<file path="config.mk">
export PLATFORM = sky130hd
export DESIGN_NAME = dmem_arbiter_flat
export DESIGN_NICKNAME = d
export VERILOG_FILES = /design/src/rtl/x9_pkg.sv /design/src/rtl/dmem_arbiter_if.sv /design/src/rtl/dmem_arb_starve.sv /design/src/rtl/dmem_arbiter.sv /design/src/flat_wrapper.sv
export SDC_FILE = /design/constraint.sdc
export NUM_CORES = 1
export LEC_CHECK = 0
export ABC_CLOCK_PERIOD_IN_PS = 2200
export CORE_AREA = 2 2 64 66
export DETAILED_ROUTE_END_ITERATION = 12
export DIE_AREA = 0 0 66 68
export PLACE_DENSITY = 0.7
export SLEW_MARGIN = 20
export SYNTH_ARGS = -nofsm -noshare
export SYNTH_HDL_FRONTEND = slang
export SYNTH_SLANG_ARGS = --single-unit
</file>
<file path="constraint.sdc">
create_clock -name clk -period 2.2 [get_ports clk]
set_input_delay 0.55 -clock clk [delete_from_list [all_inputs] [get_ports clk]]
set_output_delay 0.55 -clock clk [all_outputs]
set_load 0.1 [all_outputs]
</file>
<file path="src/rtl/x9_pkg.sv">
// Shared X9 types and default widths for the data-memory arbiter.
package x9_pkg;

    localparam int unsigned X9_AW = 8;
    localparam int unsigned X9_DW = 8;

    // Which requester owns the read response due next cycle.
    typedef enum logic [1:0] {
        OWN_NONE = 2'd0,
        OWN_CPU  = 2'd1,
        OWN_HOST = 2'd2
    } arb_owner_t;

    // RUN: core has priority; LOCK: host owns memory exclusively.
    typedef enum logic {
        ARB_RUN  = 1'b0,
        ARB_LOCK = 1'b1
    } arb_state_t;

endpackage

</file>
<file path="src/rtl/dmem_arbiter_if.sv">
// One requester's command/grant/response channel into the data-memory arbiter.
interface dmem_arbiter_if
    import x9_pkg::*;
#(
    parameter int unsigned AW = X9_AW,
    parameter int unsigned DW = X9_DW
);
    logic          req;
    logic          we;
    logic [AW-1:0] addr;
    logic [DW-1:0] wdata;
    logic          gnt;
    logic          rvalid;
    logic [DW-1:0] rdata;

    // Requester side: issues commands, receives grant and read data.
    modport master (
        output req, we, addr, wdata,
        input  gnt, rvalid, rdata
    );

    // Arbiter side.
    modport slave (
        input  req, we, addr, wdata,
        output gnt, rvalid, rdata
    );
endinterface

</file>
<file path="src/rtl/dmem_arb_starve.sv">
// Saturating count of contested cycles the host has lost; flags when the host must win.
module dmem_arb_starve #(
    parameter int unsigned STARVE_MAX = 4
) (
    input  logic clk,
    input  logic reset,
    input  logic run,
    input  logic host_req,
    input  logic host_gnt,
    output logic force_host
);
    localparam int unsigned CW = 4;

    logic [CW-1:0] cnt;

    // Count host losses while in RUN; frozen while locked, cleared once the host is served or idle.
    always_ff @(posedge clk or negedge reset) begin
        if (!reset) begin
            cnt <= '0;
        end else if (run) begin
            if (host_gnt || !host_req) begin
                cnt <= '0;
            end else if (cnt != CW'(STARVE_MAX)) begin
                cnt <= cnt + CW'(1);
            end
        end
    end

    assign force_host = (cnt == CW'(STARVE_MAX));

endmodule

</file>
<file path="src/rtl/dmem_arbiter.sv">
// Shares the single-port data memory between the core LSU and the host loader port.
module dmem_arbiter
    import x9_pkg::*;
#(
    parameter int unsigned AW         = X9_AW,
    parameter int unsigned DW         = X9_DW,
    parameter int unsigned STARVE_MAX = 4
) (
    input  logic           clk,
    input  logic           reset,
    dmem_arbiter_if.slave  cpu,
    dmem_arbiter_if.slave  host,
    input  logic           host_lock,
    output logic           locked,
    output logic           mem_en,
    output logic           mem_we,
    output logic [AW-1:0]  mem_addr,
    output logic [DW-1:0]  mem_wdata,
    input  logic [DW-1:0]  mem_rdata
);
    arb_state_t state;
    arb_owner_t rd_owner;
    logic       cpu_gnt_c;
    logic       host_gnt_c;
    logic       force_host;

    // Lock state follows host_lock one edge later.
    always_ff @(posedge clk or negedge reset) begin
        if (!reset) begin
            state <= ARB_RUN;
        end else begin
            state <= host_lock ? ARB_LOCK : ARB_RUN;
        end
    end

    assign locked = (state == ARB_LOCK);

    dmem_arb_starve #(
        .STARVE_MAX (STARVE_MAX)
    ) u_starve (
        .clk        (clk),
        .reset      (reset),
        .run        (state == ARB_RUN),
        .host_req   (host.req),
        .host_gnt   (host_gnt_c),
        .force_host (force_host)
    );

    // Zero-latency grant; nothing is granted while reset is held.
    always_comb begin
        cpu_gnt_c  = 1'b0;
        host_gnt_c = 1'b0;
        if (reset) begin
            if (state == ARB_LOCK) begin
                host_gnt_c = host.req;
            end else if (cpu.req && host.req) begin
                host_gnt_c = force_host;
                cpu_gnt_c  = !force_host;
            end else begin
                cpu_gnt_c  = cpu.req;
                host_gnt_c = host.req;
            end
        end
    end

    assign cpu.gnt  = cpu_gnt_c;
    assign host.gnt = host_gnt_c;

    // Memory command is the granted requester's command, all zero when idle.
    always_comb begin
        mem_en    = cpu_gnt_c | host_gnt_c;
        mem_we    = 1'b0;
        mem_addr  = '0;
        mem_wdata = '0;
        if (cpu_gnt_c) begin
            mem_we    = cpu.we;
            mem_addr  = cpu.addr;
            mem_wdata = cpu.wdata;
        end else if (host_gnt_c) begin
            mem_we    = host.we;
            mem_addr  = host.addr;
            mem_wdata = host.wdata;
        end
    end

    // Remember who issued the read so next cycle's data goes back to them.
    always_ff @(posedge clk or negedge reset) begin
        if (!reset) begin
            rd_owner <= OWN_NONE;
        end else if (cpu_gnt_c && !cpu.we) begin
            rd_owner <= OWN_CPU;
        end else if (host_gnt_c && !host.we) begin
            rd_owner <= OWN_HOST;
        end else begin
            rd_owner <= OWN_NONE;
        end
    end

    assign cpu.rvalid  = (rd_owner == OWN_CPU);
    assign host.rvalid = (rd_owner == OWN_HOST);
    assign cpu.rdata   = (rd_owner == OWN_CPU)  ? mem_rdata : '0;
    assign host.rdata  = (rd_owner == OWN_HOST) ? mem_rdata : '0;

endmodule

</file>
<file path="src/flat_wrapper.sv">
// flat-port wrapper written by rule: the top's interface ports become plain ports
module dmem_arbiter_flat import x9_pkg::*;
#(
    parameter int unsigned AW         = X9_AW,
    parameter int unsigned DW         = X9_DW,
    parameter int unsigned STARVE_MAX = 4
)
  (clk, reset, host_lock, locked, mem_en, mem_we, mem_addr, mem_wdata, mem_rdata, cpu_req, cpu_we, cpu_addr, cpu_wdata, cpu_gnt, cpu_rvalid, cpu_rdata, host_req, host_we, host_addr, host_wdata, host_gnt, host_rvalid, host_rdata);
  dmem_arbiter_if #(.AW(AW), .DW(DW)) cpu_i ();
  dmem_arbiter_if #(.AW(AW), .DW(DW)) host_i ();
  input  logic clk;
  input  logic reset;
  input  logic host_lock;
  output logic locked;
  output logic mem_en;
  output logic mem_we;
  output logic [AW-1:0] mem_addr;
  output logic [DW-1:0] mem_wdata;
  input  logic [DW-1:0] mem_rdata;
  input wire logic [$bits(cpu_i.req)-1:0] cpu_req;
  input wire logic [$bits(cpu_i.we)-1:0] cpu_we;
  input wire logic [$bits(cpu_i.addr)-1:0] cpu_addr;
  input wire logic [$bits(cpu_i.wdata)-1:0] cpu_wdata;
  output wire logic [$bits(cpu_i.gnt)-1:0] cpu_gnt;
  output wire logic [$bits(cpu_i.rvalid)-1:0] cpu_rvalid;
  output wire logic [$bits(cpu_i.rdata)-1:0] cpu_rdata;
  input wire logic [$bits(host_i.req)-1:0] host_req;
  input wire logic [$bits(host_i.we)-1:0] host_we;
  input wire logic [$bits(host_i.addr)-1:0] host_addr;
  input wire logic [$bits(host_i.wdata)-1:0] host_wdata;
  output wire logic [$bits(host_i.gnt)-1:0] host_gnt;
  output wire logic [$bits(host_i.rvalid)-1:0] host_rvalid;
  output wire logic [$bits(host_i.rdata)-1:0] host_rdata;
  assign cpu_i.req = cpu_req;
  assign cpu_i.we = cpu_we;
  assign cpu_i.addr = cpu_addr;
  assign cpu_i.wdata = cpu_wdata;
  assign cpu_gnt = cpu_i.gnt;
  assign cpu_rvalid = cpu_i.rvalid;
  assign cpu_rdata = cpu_i.rdata;
  assign host_i.req = host_req;
  assign host_i.we = host_we;
  assign host_i.addr = host_addr;
  assign host_i.wdata = host_wdata;
  assign host_gnt = host_i.gnt;
  assign host_rvalid = host_i.rvalid;
  assign host_rdata = host_i.rdata;
  dmem_arbiter #(.AW(AW), .DW(DW), .STARVE_MAX(STARVE_MAX)) u_core (.clk(clk), .reset(reset), .cpu(cpu_i), .host(host_i), .host_lock(host_lock), .locked(locked), .mem_en(mem_en), .mem_we(mem_we), .mem_addr(mem_addr), .mem_wdata(mem_wdata), .mem_rdata(mem_rdata));
endmodule
</file>
[Word-level counts from Yosys, hierarchy flattened]
Index checks and enable logic that the tools add are counted.
Word-level totals
  bits in registers: 7
  bits of input ports: 47
  output and inout bits: 39
  logic and storage cells: 39
Operators by class
  $add $sub $neg: 1
  reduce and logical (&&, ||, !) cells: 10
  bitwise logic cells: 2
  equal/unequal tests: 4
  mux-type cells: 19
Operator list (count)
  8-bit 2-to-1 mux: 6
  1-bit 2-to-1 mux: 9
  4-bit 2-to-1 mux: 2
  4-bit by 1-bit adder with 4-bit output (second input constant): 1
  4-bit by 3-bit equality test with 1-bit output (second input constant): 1
  1-bit zero test: 4
  2-bit 2-to-1 mux: 2
  4-bit by 3-bit inequality test with 1-bit output (second input constant): 1
  1-bit logical AND: 3
  2-bit by 1-bit equality test with 1-bit output (second input constant): 1
  2-bit equality test (second input constant): 1
  2-bit AND reduction: 1
  2-bit nonzero test: 1
  1-bit logical OR: 1
  1-bit inverter: 1
  1-bit OR: 1

[Logic depth before layout (Yosys ltp)]
  depth after elaboration: 7
  gate-level depth with buffers: 7
  depth with buffers taken out: 6

[Modules after synthesis]
A second synthesis with hierarchy kept.
Unflattened totals
  cell total of the unflattened synthesis: 77
  area total of the unflattened synthesis: 688.2 um2
By module, submodules not included
  dmem_arbiter: area an instance 447.9 um2, instances 1, cells an instance 52
  dmem_arb_starve: area an instance 240.2 um2, instances 1, cells an instance 25

[Worst setup path after synthesis]
Ideal clock, no wire load.
  kind: register -> output
  start point: register u_core.state (netlist: u_core.locked)
  end point: output port mem_addr[0]
  data required time: 1650 ps
  path slack: -1286 ps
  stages on the path, launching flop included: 6
  buffers on the path: 1
  arrival time: 2936 ps
  cells stage by stage: dfrtp_1 -> buf_2 -> nor2b_4 -> nand2_2 -> nand2_4 -> o22ai_1
On the way
  longest elaborated chain between the ends: 4
  elaborated cells between the ends (all ways): 6
  classes of those cells: 6 x mux
Ends and longest elaborated chain
  start: declaration: line dmem_arbiter.sv:21  | arb_state_t state;
  start signal: assignment: line dmem_arbiter.sv:32  | state <= host_lock ? ARB_LOCK : ARB_RUN;
  1-bit 2-to-1 mux: line dmem_arbiter.sv:54  | if (state == ARB_LOCK) begin
  1-bit 2-to-1 mux: line dmem_arbiter.sv:53  | if (reset) begin
  8-bit 2-to-1 mux: line dmem_arbiter.sv:79  | end else if (host_gnt_c) begin
  8-bit 2-to-1 mux *: line dmem_arbiter.sv:75  | if (cpu_gnt_c) begin
  end: declaration: line flat_wrapper.sv:17  | output logic [AW-1:0] mem_addr;
Every way passes the cells marked *; elsewhere a longest branch is shown, timed or not.

[Worst setup path in the final report]
  start point: register u_core.u_starve.cnt[0]
  end point: output port mem_addr[3]
On the way
  longest elaborated chain between the ends: 6
  elaborated cells between the ends (all ways): 10
  classes of those cells: 1 x eq/ne; 8 x mux; 1 x reduce/logical
Ends and longest elaborated chain
  start: declaration: line dmem_arb_starve.sv:14  | logic [CW-1:0] cnt;
  start signal: assignment: line dmem_arb_starve.sv:24  | cnt <= cnt + CW'(1);
  4-bit by 3-bit equality test with 1-bit output *: line dmem_arb_starve.sv:29  | assign force_host = (cnt == CW'(STARVE_MAX));
  1-bit 2-to-1 mux / 1-bit zero test (equally long branches): line dmem_arbiter.sv:56, dmem_arbiter.sv:58
  1-bit 2-to-1 mux, on equally long branches: line dmem_arbiter.sv:54, dmem_arbiter.sv:56
  1-bit 2-to-1 mux, on equally long branches: line dmem_arbiter.sv:53, dmem_arbiter.sv:54
  8-bit 2-to-1 mux / 1-bit 2-to-1 mux (equally long branches): line dmem_arbiter.sv:79, dmem_arbiter.sv:53
  8-bit 2-to-1 mux *: line dmem_arbiter.sv:75
Marked as above.

==> results.yml <==
synthesis:
  avgSynthCellArea_um2: 7.25
  ys_ff_latch: 7
  yosys-top-cells-area: "dfrtp_1, nand2_1, o22ai_2, and2_1, o22ai_1"
  synth_nets: 174
  synth_common_cells: "nand2_1, and2_1, o22ai_2, o22ai_1, dfrtp_1"
  ys_seq_area_share_pct: 19.3
  yosys.area.top_type: "dfrtp_1"
  synth_flop_cell: "dfrtp_1"
  synth_warnings: 0
  syn-instance-count: 125
  synth_area_um2: 906
  netlist-cell-type-count: 32
  post-synth-top-count-cell: "nand2_1"
  synth_async_sr_flop_share_pct: 100
  synth_top_area_share_pct: 19.3
  synth_edf_count: 0
sta:
  tightest_slew_ps: 316
  rsz0062_at_grt: "yes"
  setup_viol: 18
  layout_setup_ws_ps: -130
  maxSlewHeadroom_pct: 78.9
  hold_viol_final: 0
  clock-skew-final_ps: 0.403
  fmax_ghz: 0.429
  drv_slew: 0
  fin_crit_sh_pct: 106
  fin_crit_ps: 2330
  fin_hold_ws_ps: 577
clock_tree:
  cts_buffer_depth: 2
  clock-root-buffer: "clkbuf_8"
  cts_made_buffers: 3
  cts_hold_buf: 0
  clk_pin_slew_ps: 40
  cts_tree: "built"
  cts.sinks: 7
  clkLatencyLatePin_ps: 220
  h-tree-depth: 1
cells_and_area:
  post-route-util_pct: 74.4
  n_antenna_cell: 0
  multi_input_area_um2: 968
  layout-drive-gt1-share_pct: 52.1
  area_growth_pct: 217
  nFillCells: 252
  fin_nets: 290
  layoutNonFillerInstCount: 290
  seq_area_um2: 179
flow_run:
  max_cap_violations: 0
power:
  p_clk_share_pct: 16.7
  p_sw_share_pct: 44.4
  p_seq_share_pct: 13.6
  power_mw: 1.08
  irDropWorstVdd_v: 0.000192
  p_leak_nw: 1.15
  internal_power_uw: 599
  p_per_area_nw_per_um2: 375
  p_switching_uw: 478
  comb_power_share_pct: 69.8
setup_path:
  cp_data_arrival_time_ps: 1780
  cp_max_fo: 5
  endpoint_kind: "output pin"
  required_ps: 1650
  worst_r2r_path_depth: 8
  cp-start-kind: "register"
  criticalPathCategory: "reg2out"
route:
  drcViolationCount: 0
  wl_per_cell_um: 15.0
  drt_iter0_markers: 32
  via_per_inst: 4.76
  routed_wirelength_mm: 4.35
  num_vias: 1381
  ant_nets: 0
  drt_pass1_iterations: 4
floorplanning:
  core_um2: 3860
  start_util_pct: 23.5
  fp.dieH_um: 68
  ios: 86
  die_w_um: 66
  die_area_um2: 4490
  num_rows: 23
global_routing:
  antenna_found_initial: 0
  grt.total_usage_pct: 20.1
  grt_overflow: 0
  grt_max_degree: 20
  grt_pass1_vias: 1444
  grt_pass1_wl_mm: 6.95
hold_path:
  worst_hold_path_type: "reg2reg"
  min_delay_path_depth: 2
placement:
  routabilityCongestion: 0.721
  placed_cells_incl_taps: 267
  port_buffers: 85
  dp_hpwl_mm: 2.91
status:
  violations: "setup timing"
  status: "finished with violations"
[flip-flops by register name, indices dropped and copies added (netlist names)]
register / cells
u_core.u_starve.cnt: 4
u_core.locked: 1
u_core.rd_owner: 2
[power groups by stage]
stage	Clock (mW)	Sequential [mW]	Combinational, mW
after floorplan	0	0.152	0.391
after global placement	0	0.147	0.665
after detailed placement	0	0.147	0.672
after CTS	0.187	0.145	0.739
after global routing	0.191	0.147	0.786
final	0.180	0.146	0.751
[per-stage QoR]
| stage | setup WS (ps) | TNS [ps] | cell area, um^2 |
|---|---|---|---|
| final | -130 | -1790 | 2870 |
| after global routing | -195 | -3170 | 2870 |
| after CTS | -133 | -1390 | 2850 |
| after detailed placement | -319 | -5700 | 2550 |
| after global placement | -309 | -5560 | 2550 |
| after floorplan | -216 | -2580 | 1170 |
[cell families (layout without fill, tap and decap cells)]
kind of cell | Yosys count | count (layout) | share of synthesized area [%]
compound gates | 25 | 25 | 24.2
fa+ha+maj | 2 | 2 | 2.76
buf+inv | 12 | 125 | 7.73
flops | 7 | 7 | 19.3
simple gates | 79 | 81 | 46.0
[metal layers]
| metal | share of wire [%] | wire length (um) | GRT usage, % |
|---|---|---|---|
| met5 | 0 | 0 | 0 |
| met4 | 1.3 | 57 | 8.67 |
| met3 | 8.0 | 350 | 4.61 |
| met2 | 54 | 2350 | 37.1 |
| met1 | 36 | 1590 | 22.0 |
[area by class of cell]
| class | instances | area share (%) |
|---|---|---|
| clock buffers | 4 | 1.57 |
| repair buffers | 118 | 55.9 |
| flip-flops and latches | 7 | 6.24 |
| well taps | 50 | 2.18 |
| multi-input cells | 108 | 33.8 |
| inverters | 3 | 0.392 |
[timing repair]
action,CTS,global route
gates resized for setup,15,0
cloned,3,0
pin swaps,12,8
buffers inserted,14,3
endpoints found under the setup margin,20,19
[path summary, 6_finish.rpt]
kind	start	end	slack (ps)
setup / recovery	u_core.u_starve.cnt[0]	mem_addr[3]	-130
hold / removal	u_core.u_starve.cnt[3]	u_core.u_starve.cnt[3]	580
setup reg to reg	u_core.u_starve.cnt[1]	u_core.u_starve.cnt[0]	580
hold reg to reg	u_core.u_starve.cnt[3]	u_core.u_starve.cnt[3]	580
max in group asynchronous	reset	u_core.locked	1280
min in group asynchronous	reset	u_core.u_starve.cnt[3]	780
[worst max-delay path, stage by stage, from the launching register on]
cell and delay, ps:
dfrtp_1 360, inv_2 60, ha_4 150, and3b_2 230
nand2_4 110, buf_12 140, nand2_8 80, o22ai_4 200
buf_12 200
[cells in the final DEF, fill, tap and decap left out, types with 4 or more instances in the layout]
cell type        instances
o22ai_4                 17
nor2_1                   4
nand2_1                 36
clkdlybuf4s50_1         43
buf_12                  46
dfrtp_1                  6
nand2_8                  5
buf_4                   24
and2_2                  16
No activity file was read; power rests on OpenSTA's default activity.
